<file path="src/rtl/morse_pkg.sv">
// morse_pkg
// Shared definitions for the Morse symbol transmitter:
//   - symbol code constants (digits 0-9, letters 10-35, word space 36)
//   - sequencer state enum
//   - pattern struct: element count plus a left-aligned dot/dash field
//   - element and gap durations expressed in Morse units
package morse_pkg;

  localparam logic [5:0] SYM_SPACE     = 6'd36;
  localparam logic [5:0] SYM_MAX_LEGAL = 6'd36;
  // Highest code that carries a dot/dash pattern (letter Z).
  localparam logic [5:0] SYM_MAX_CHAR  = 6'd35;

  // Durations in Morse units.
  localparam int DOT  = 1;
  localparam int DASH = 3;
  localparam int EGAP = 1;
  localparam int CGAP = 3;
  localparam int WGAP = 7;

  typedef enum logic [2:0] {
    ST_IDLE,
    ST_MARK,
    ST_ELEM_GAP,
    ST_CHAR_GAP,
    ST_WORD_GAP
  } state_t;

  // elems is MSB-first: element 0 sits in elems[4], 1 = dash, 0 = dot.
  // Patterns shorter than five elements are left-aligned, low bits unused.
  typedef struct packed {
    logic [2:0] len;
    logic [4:0] elems;
  } pattern_t;

  function automatic pattern_t mk_pat(input logic [2:0] len, input logic [4:0] elems);
    pattern_t p;
    p.len   = len;
    p.elems = elems;
    return p;
  endfunction

endpackage

</file>
<file path="src/rtl/morse_rom.sv">
// morse_rom
// Purely combinational symbol-code to Morse pattern lookup.
// Ports:
//   sym_code  in  6  symbol index (0-9 digits, 10-35 letters A-Z)
//   valid     out 1  code carries a dot/dash pattern (0-35 only)
//   pattern   out 8  {len[2:0], elems[4:0]}, elems left-aligned MSB-first
// Word space (36) and illegal codes return valid = 0; the sequencer tells
// them apart itself.
module morse_rom
  import morse_pkg::*;
(
  input  logic [5:0] sym_code,
  output logic       valid,
  output pattern_t   pattern
);

  always_comb begin
    valid   = 1'b1;
    pattern = mk_pat(3'd0, 5'b00000);
    case (sym_code)
      // digits
      6'd0:  pattern = mk_pat(3'd5, 5'b11111);
      6'd1:  pattern = mk_pat(3'd5, 5'b01111);
      6'd2:  pattern = mk_pat(3'd5, 5'b00111);
      6'd3:  pattern = mk_pat(3'd5, 5'b00011);
      6'd4:  pattern = mk_pat(3'd5, 5'b00001);
      6'd5:  pattern = mk_pat(3'd5, 5'b00000);
      6'd6:  pattern = mk_pat(3'd5, 5'b10000);
      6'd7:  pattern = mk_pat(3'd5, 5'b11000);
      6'd8:  pattern = mk_pat(3'd5, 5'b11100);
      6'd9:  pattern = mk_pat(3'd5, 5'b11110);
      // letters A-Z
      6'd10: pattern = mk_pat(3'd2, 5'b01000); // A .-
      6'd11: pattern = mk_pat(3'd4, 5'b10000); // B -...
      6'd12: pattern = mk_pat(3'd4, 5'b10100); // C -.-.
      6'd13: pattern = mk_pat(3'd3, 5'b10000); // D -..
      6'd14: pattern = mk_pat(3'd1, 5'b00000); // E .
      6'd15: pattern = mk_pat(3'd4, 5'b00100); // F ..-.
      6'd16: pattern = mk_pat(3'd3, 5'b11000); // G --.
      6'd17: pattern = mk_pat(3'd4, 5'b00000); // H ....
      6'd18: pattern = mk_pat(3'd2, 5'b00000); // I ..
      6'd19: pattern = mk_pat(3'd4, 5'b01110); // J .---
      6'd20: pattern = mk_pat(3'd3, 5'b10100); // K -.-
      6'd21: pattern = mk_pat(3'd4, 5'b01000); // L .-..
      6'd22: pattern = mk_pat(3'd2, 5'b11000); // M --
      6'd23: pattern = mk_pat(3'd2, 5'b10000); // N -.
      6'd24: pattern = mk_pat(3'd3, 5'b11100); // O ---
      6'd25: pattern = mk_pat(3'd4, 5'b01100); // P .--.
      6'd26: pattern = mk_pat(3'd4, 5'b11010); // Q --.-
      6'd27: pattern = mk_pat(3'd3, 5'b01000); // R .-.
      6'd28: pattern = mk_pat(3'd3, 5'b00000); // S ...
      6'd29: pattern = mk_pat(3'd1, 5'b10000); // T -
      6'd30: pattern = mk_pat(3'd3, 5'b00100); // U ..-
      6'd31: pattern = mk_pat(3'd4, 5'b00010); // V ...-
      6'd32: pattern = mk_pat(3'd3, 5'b01100); // W .--
      6'd33: pattern = mk_pat(3'd4, 5'b10010); // X -..-
      6'd34: pattern = mk_pat(3'd4, 5'b10110); // Y -.--
      6'd35: pattern = mk_pat(3'd4, 5'b11000); // Z --..
      default: valid = 1'b0;
    endcase
  end

endmodule

</file>
<file path="src/rtl/morse_symbol_tx.sv">
// morse_symbol_tx
// Accepts one symbol per valid/ready handshake and plays it out as a timed
// Morse key line using standard unit timing.
// Ports:
//   clk        in  1  system clock
//   rst        in  1  synchronous active-high reset
//   in_valid   in  1  sym_code valid
//   sym_code   in  6  0-9 digits, 10-35 letters, 36 word space, else illegal
//   in_ready   out 1  high only in IDLE
//   key_out    out 1  high during marks
//   elem_dash  out 1  current/last mark is a dash, held through gaps
//   busy       out 1  high in any state other than IDLE
//   done       out 1  pulse on the final cycle of a trailing/word gap
//   sym_err    out 1  pulse in the cycle after an illegal code is accepted
// Parameter UNIT_CYCLES (>= 1): clock cycles per Morse unit.
module morse_symbol_tx
  import morse_pkg::*;
#(
  parameter int UNIT_CYCLES = 4
) (
  input  logic       clk,
  input  logic       rst,
  input  logic       in_valid,
  input  logic [5:0] sym_code,
  output logic       in_ready,
  output logic       key_out,
  output logic       elem_dash,
  output logic       busy,
  output logic       done,
  output logic       sym_err
);

  localparam int CW = $clog2(WGAP * UNIT_CYCLES + 1);

  // Counter load values: a state lasting N cycles loads N-1 and leaves at 0.
  localparam logic [CW-1:0] LD_DOT  = CW'(DOT  * UNIT_CYCLES - 1);
  localparam logic [CW-1:0] LD_DASH = CW'(DASH * UNIT_CYCLES - 1);
  localparam logic [CW-1:0] LD_EGAP = CW'(EGAP * UNIT_CYCLES - 1);
  localparam logic [CW-1:0] LD_CGAP = CW'(CGAP * UNIT_CYCLES - 1);
  localparam logic [CW-1:0] LD_WGAP = CW'(WGAP * UNIT_CYCLES - 1);

  state_t        state_reg, state_next;
  logic [CW-1:0] cnt_reg, cnt_next;
  logic [4:0]    elems_reg, elems_next;  // current element always in bit 4
  logic [2:0]    rem_reg, rem_next;      // elements still to play after the current one
  logic          dash_reg, dash_next;
  logic          err_reg, err_next;

  logic          rom_valid;
  pattern_t      rom_pat;

  morse_rom u_rom (
    .sym_code (sym_code),
    .valid    (rom_valid),
    .pattern  (rom_pat)
  );

  always_ff @(posedge clk) begin
    if (rst) begin
      state_reg <= ST_IDLE;
      cnt_reg   <= '0;
      elems_reg <= '0;
      rem_reg   <= '0;
      dash_reg  <= 1'b0;
      err_reg   <= 1'b0;
    end else begin
      state_reg <= state_next;
      cnt_reg   <= cnt_next;
      elems_reg <= elems_next;
      rem_reg   <= rem_next;
      dash_reg  <= dash_next;
      err_reg   <= err_next;
    end
  end

  always_comb begin
    state_next = state_reg;
    cnt_next   = cnt_reg;
    elems_next = elems_reg;
    rem_next   = rem_reg;
    dash_next  = dash_reg;
    err_next   = 1'b0;

    case (state_reg)
      ST_IDLE: begin
        if (in_valid) begin
          if (rom_valid) begin
            state_next = ST_MARK;
            elems_next = rom_pat.elems;
            rem_next   = rom_pat.len - 3'd1;
            dash_next  = rom_pat.elems[4];
            cnt_next   = rom_pat.elems[4] ? LD_DASH : LD_DOT;
          end else if (sym_code == SYM_SPACE) begin
            state_next = ST_WORD_GAP;
            cnt_next   = LD_WGAP;
          end else begin
            // Illegal code: flag it and keep in_ready high.
            err_next = 1'b1;
          end
        end
      end

      ST_MARK: begin
        if (cnt_reg == '0) begin
          if (rem_reg != 3'd0) begin
            state_next = ST_ELEM_GAP;
            cnt_next   = LD_EGAP;
          end else begin
            state_next = ST_CHAR_GAP;
            cnt_next   = LD_CGAP;
          end
        end else begin
          cnt_next = cnt_reg - 1'b1;
        end
      end

      ST_ELEM_GAP: begin
        if (cnt_reg == '0) begin
          // Shift the next element into bit 4 as the mark starts.
          state_next = ST_MARK;
          elems_next = {elems_reg[3:0], 1'b0};
          rem_next   = rem_reg - 3'd1;
          dash_next  = elems_reg[3];
          cnt_next   = elems_reg[3] ? LD_DASH : LD_DOT;
        end else begin
          cnt_next = cnt_reg - 1'b1;
        end
      end

      ST_CHAR_GAP, ST_WORD_GAP: begin
        if (cnt_reg == '0) begin
          state_next = ST_IDLE;
        end else begin
          cnt_next = cnt_reg - 1'b1;
        end
      end

      default: begin
        state_next = ST_IDLE;
        cnt_next   = '0;
      end
    endcase
  end

  // Outputs decode straight from registered state, so they change only at
  // clock edges and reset forces them to idle values at the reset edge.
  assign in_ready  = (state_reg == ST_IDLE);
  assign busy      = (state_reg != ST_IDLE);
  assign key_out   = (state_reg == ST_MARK);
  assign done      = ((state_reg == ST_CHAR_GAP) || (state_reg == ST_WORD_GAP)) &&
                     (cnt_reg == '0);
  assign elem_dash = dash_reg;
  assign sym_err   = err_reg;

endmodule

</file>
<file path="config.mk">
export PLATFORM = sky130hd
export DESIGN_NAME = morse_symbol_tx
export DESIGN_NICKNAME = d
export VERILOG_FILES = /design/src/rtl/morse_pkg.sv /design/src/rtl/morse_rom.sv /design/src/rtl/morse_symbol_tx.sv
export SDC_FILE = /design/constraint.sdc
export NUM_CORES = 1
export LEC_CHECK = 0
export ABC_AREA = 1
export CORE_MARGIN = 5
export CORE_UTILIZATION = 50
export CTS_CLUSTER_DIAMETER = 50
export DETAILED_ROUTE_END_ITERATION = 8
export PLACE_DENSITY_LB_ADDON = 0.15
export SLEW_MARGIN = 10
export SYNTH_ARGS = -nofsm -noshare
export SYNTH_HDL_FRONTEND = slang
export SYNTH_HIERARCHICAL = 1
export SYNTH_SLANG_ARGS = --single-unit
</file>
<file path="constraint.sdc">
create_clock -name clk -period 4.9 [get_ports clk]
set_clock_uncertainty 0.1 [all_clocks]
set_input_delay 1.225 -clock clk [delete_from_list [all_inputs] [get_ports clk]]
set_output_delay 1.225 -clock clk [all_outputs]
set_load 0.02 [all_outputs]
</file>
# Word level (Yosys, flattened, before mapping)
# Cells that the tools add are included.
[word_totals]
reg_bits = 17
input_bits = 9
output_inout_bits = 6
elab_cells = 105
[classes]
add_sub_neg = 3
eq_ne = 47
n_mux = 33
bitwise_logic = 2
n_reduce_logical = 14
[ops]
columns = ["operator", "count"]
rows = [
  ["one-hot mux 8 bit (36 select lines)", 1],
  ["equality test 6 x 5 -> 1 bit, second input constant", 16],
  ["equality test 6 x 4 -> 1 bit, second input constant", 8],
  ["OR reduction 36 bit", 1],
  ["equality test 6 bit, second input constant", 5],
  ["2-to-1 mux 5 bit", 6],
  ["2-to-1 mux 3 bit", 9],
  ["equality test 6 x 3 -> 1 bit, second input constant", 4],
  ["2-to-1 mux 4 bit", 6],
  ["one-hot mux 5 bit (4 select lines)", 1],
  ["equality test 6 x 2 -> 1 bit, second input constant", 2],
  ["one-hot mux 3 bit (4 select lines)", 1],
  ["inequality test 2 bit, second input constant", 4],
  ["one-hot mux 4 bit (2 select lines)", 1],
  ["equality test 3 x 2 -> 1 bit, second input constant", 2],
  ["equality test 6 x 1 -> 1 bit, second input constant", 1],
  ["zero test 6 bit", 1],
  ["2-to-1 mux 1 bit", 6],
  ["one-hot mux 3 bit (2 select lines)", 1],
  ["nonzero test 3 bit", 2],
  ["subtractor 3 x 1 -> 3 bit, second input constant", 2],
  ["zero test 5 bit", 1],
  ["AND reduction 5 bit", 1],
  ["subtractor 5 x 1 -> 5 bit, second input constant", 1],
  ["14 further kinds", 16],
]

# Depth between registers and ports, before layout
[depth]
ltp_word = 6
depth_mapped = 13
depth_no_buf = 13

# Modules after synthesis
# Netlist, hierarchy kept.
[by_module_without_submodules]
columns = ["mod", "n_inst", "cells_per_inst", "area_each_um2", "seq_area_each_um2"]
rows = [
  ["morse_symbol_tx", 1, 167, 1114.8, 340.3],
  ["morse_rom", 1, 120, 510.5, 0.0],
]

# Least setup slack after synthesis
# No wires, ideal clock.
[synth_timing]
path_type = "input -> register"
start = "input port sym_code[0]"
end = "register rem_reg[2]"
setup_ns = 0.120
t_arrival_ns = 2.382
required_time_ns = 4.680
slack_ns = 2.298
cell_stages = 12
path_buffers = 0
path_cell_list = "inv_1 nand2_1 nand2_1 inv_1 nand2_1 nand2_1 nor2_1 nand3_1 o21ai_0 ha_1 xor2_1 a21oi_1"
[synth_lines]
columns = ["item", "line", "rtl"]
rows = [
  ["start: declaration", "morse_symbol_tx.sv:24", "input logic [5:0] sym_code,"],
  ["end signal: assignment", "morse_symbol_tx.sv:70", "rem_reg <= rem_next;"],
  ["end: declaration", "morse_symbol_tx.sv:45", "logic [2:0] rem_reg, rem_next;"],
]

# Final worst setup path
[layout_timing]
start = "register cnt_reg[0]"
end = "output port done"
[layout_between]
elab_chain_cells = 2
[layout_lines]
columns = ["item", "line", "rtl"]
rows = [
  ["start: declaration", "morse_symbol_tx.sv:43", "logic [CW-1:0] cnt_reg, cnt_next;"],
  ["start signal: assignment", "morse_symbol_tx.sv:68", "cnt_reg <= cnt_next;"],
  ["zero test 5 bit", "morse_symbol_tx.sv:151", "(cnt_reg == '0);"],
  ["logical AND 1 bit", "morse_symbol_tx.sv:150", "assign done = ((state_reg == ST_CHAR_GAP) || (state_reg == ST_WORD_GAP)) &&"],
  ["end: declaration", "morse_symbol_tx.sv:29", "output logic done,"],
]
# No other way between the ends.

==> flow_summary.ini <==
[outcome]
status = finished clean

[route]
initialDrtViolationCount = 99
vias = 1800
drc_errors = 0
antenna_left = 0
post_drt_wl_per_cell_um = 11.92
drt_pass1_iterations = 5
avgViaCountPerCell = 5.217
totalWireLength_um = 4111

[sta]
max_freq_ghz = 0.2983
rsz0062_at_grt = no
maxSlewHeadroom_pct = 65.11
hold_viol = 0
fin_setup_tns_ns = 0
final.period_utilization_pct = 68.43
hold_slack_ns = 0.3508
setup_viol = 0
finalMaxSlewViolations = 0
tightest_slew_ns = 0.5217
period_minus_slack_ns = 3.353

[cells_and_area]
drive_above_1_share_pct = 9.967
seqCellArea_um2 = 340.3
diodes = 0
layout.nets = 313
largest_reg_flops = 5
multiInputGateArea_um2 = 1145
syn_to_final_growth_pct = 11.93
nFillCells = 333

[worst_setup_path]
crit_path_end = done
path_class = register to output port
max_stage_delay_ns = 0.63
crit_chain = inv_1 > ha_1 > nand3b_2 > nor2_4 > clkdlybuf4s50_1
start_kind = register
crit_arrival_ns = 2.03
cp-startpoint = cnt_reg[0]$_SDFFE_PP0P_
cp_slowest_cell = clkdlybuf4s50_1
rr_worst_depth = 7
worstPathBufferInverterCount = 2
cp-end-kind = output port
critical_path.top_delay_family = buffers and inverters
cp_max_fo = 7
reg2reg_slack_ns = 3.15
timing.rr.end = rem_reg[2]$_SDFFE_PP0P_
cp.required_ns = 3.58
path_depth = 5
timing.rr.start = state_reg[1]$_SDFFE_PP0P_

[synthesis]
synth_xor_area_share_pct = 1.078
syn_area_um2 = 1625
yosysTopAreaCell = nand2_1
ys_ff_latch = 17
synth_seq_area_share_pct = 20.94
ys_warn_count = 6
yosys.area.top_type_share_pct = 23.79
syn_avg_cell_area_um2 = 5.663
netlist_top_cells_area = nand2_1 (24%), dfxtp_1 (21%), nand3_1 (11%), nor2_1 (7.2%), inv_1 (5.8%)
synthCells = 287
synth_fp_nets = 298
synth_top_family_by_area = simple AND/OR/NAND/NOR gates
synthAdderAreaFrac_pct = 1.540
yosys.area_share.simple_pct = 54.89
muxShareOfSynthArea_pct = 0
ys_types = 31
synth_compound_area_share_pct = 12.93

[placed_design]
gp_congestion = 0.9498
port_buffers = 14
place_hpwl_um = 3338

[clock_network]
clk_pin_slew_ns = 0.10
cts_resized = 0
numCtsBuffers = 3
clk_latency_ns = 0.29
cts_setup_buffers = 0
cts.sink_count = 17
hold_buffers = 0
clk_path_buf_depth = 2
clock-root-buffer = clkbuf_4
cts_max_level = 1
tritoncts = built

[global_routing]
grt-ovfl-total = 0
antenna_found_initial = 0
grt_pass1_vias = 1625
grt_pass1_wl_um = 7010
grt_max_degree = 14
track_usage_pct = 20.38

[hold_path]
hold_path.class = register to register
min_from = elems_reg[2]$_SDFFE_PP0P_

[floorplan]
rows = 20
coreArea_um2 = 3078
die_w_um = 67.02
initial_core_util_pct = 52.80
die_area_um2 = 4491
fp.dieH_um = 67.02
ioPinCount = 15

[pwr]
power_uw = 850.6
cellPowerDensity_nw_per_um2 = 467.5
p_leak_uw = 0.0008851
ir_drop_v = 0.0001903

[job]
maxCapViolations = 0
[cell usage after synthesis (all sizes together)]
cell    instances
nand2         109
nor2           43
nand3          36
inv            30
a21oi          17
dfxtp          17
o21ai          16
buf             3
ha              2
nand3b          2
nand4           2
nor3            2
o211ai          2
xor2            2
a211oi          1
clkbuf          1
o31ai           1
or2             1
[metrics by stage]
step | area [um^2] | worst slack, ns | cells | utilization [%]
3_3_place_gp | 1793 | 1.421 | 341 | 58.25
2_1_floorplan | 1625 | 2.298 | 287 | -
3_5_place_dp | 1793 | 1.437 | 341 | 58.25
4_1_cts | 1819 | 1.523 | 345 | 59.11
6_report | 1819 | 1.547 | 345 | 59.11
5_1_grt | 1819 | 1.440 | 345 | 59.11
[kinds of logic after synthesis]
kind of cell               count (synthesis)
xor gates and xnor gates                   2
DFF                                       17
adders and majority gates                  2
buffers and inverters                     34
and+or+nand+nor                          195
AOI/OAI and AO/OA                         37
[worst min path at each step]
stage                                end  slack (ns)  cells after the start
2_1_floorplan  elems_reg[1]$_SDFFE_PP0P_        0.32                      2
3_3_place_gp   elems_reg[1]$_SDFFE_PP0P_        0.34                      2
3_5_place_dp   elems_reg[2]$_SDFFE_PP0P_        0.34                      2
4_1_cts        elems_reg[2]$_SDFFE_PP0P_        0.36                      2
5_1_grt        elems_reg[2]$_SDFFE_PP0P_        0.39                      2
6_report       elems_reg[2]$_SDFFE_PP0P_        0.35                      2
[worst reg2reg max path: cells and delay by family, from the launching register on]
family / cells / cell delay (ns)
buf+inv: 1 / 0.19
xor+xnor: 1 / 0.14
compound gates: 2 / 0.18
fa+ha+maj: 1 / 0.20
simple gates: 2 / 0.31
flops: 1 / 0.53
[cell usage in the layout, fill, tap and decap left out, types with 6 or more instances in the layout]
cell type        count
a21oi_1             16
clkdlybuf4s50_1     14
dfxtp_1             17
inv_1               25
nand2_1            103
nand3_1             35
nor2_1              31
nor2_2               6
o21ai_0             11
[per-layer routing]
metal  vias to the layer above  routed length [um]  track usage, %
met4                         0                  57           7.595
met3                         6                 192           3.879
met5                         -                   0               0
met2                        42                2070           35.71
met1                       802                1790           24.24
li1                        950                   -               -
[final cells by class]
| type | instances | area share, % |
|---|---|---|
| Multi-Input combinational cell | 236 | 62.93 |
| Inverter | 30 | 6.190 |
| Timing Repair Buffer | 14 | 7.703 |
| Tap cell | 44 | 3.026 |
| Sequential cell | 17 | 18.71 |
| Clock buffer | 4 | 1.444 |
[report_power, final]
part           internal (uW)  total, uW  switching, uW
registers                183        220           37.6
logic                    198        554            356
clock network           31.7       76.6           44.9
total                    412        851            438
(Power assumes the default switching activity.)
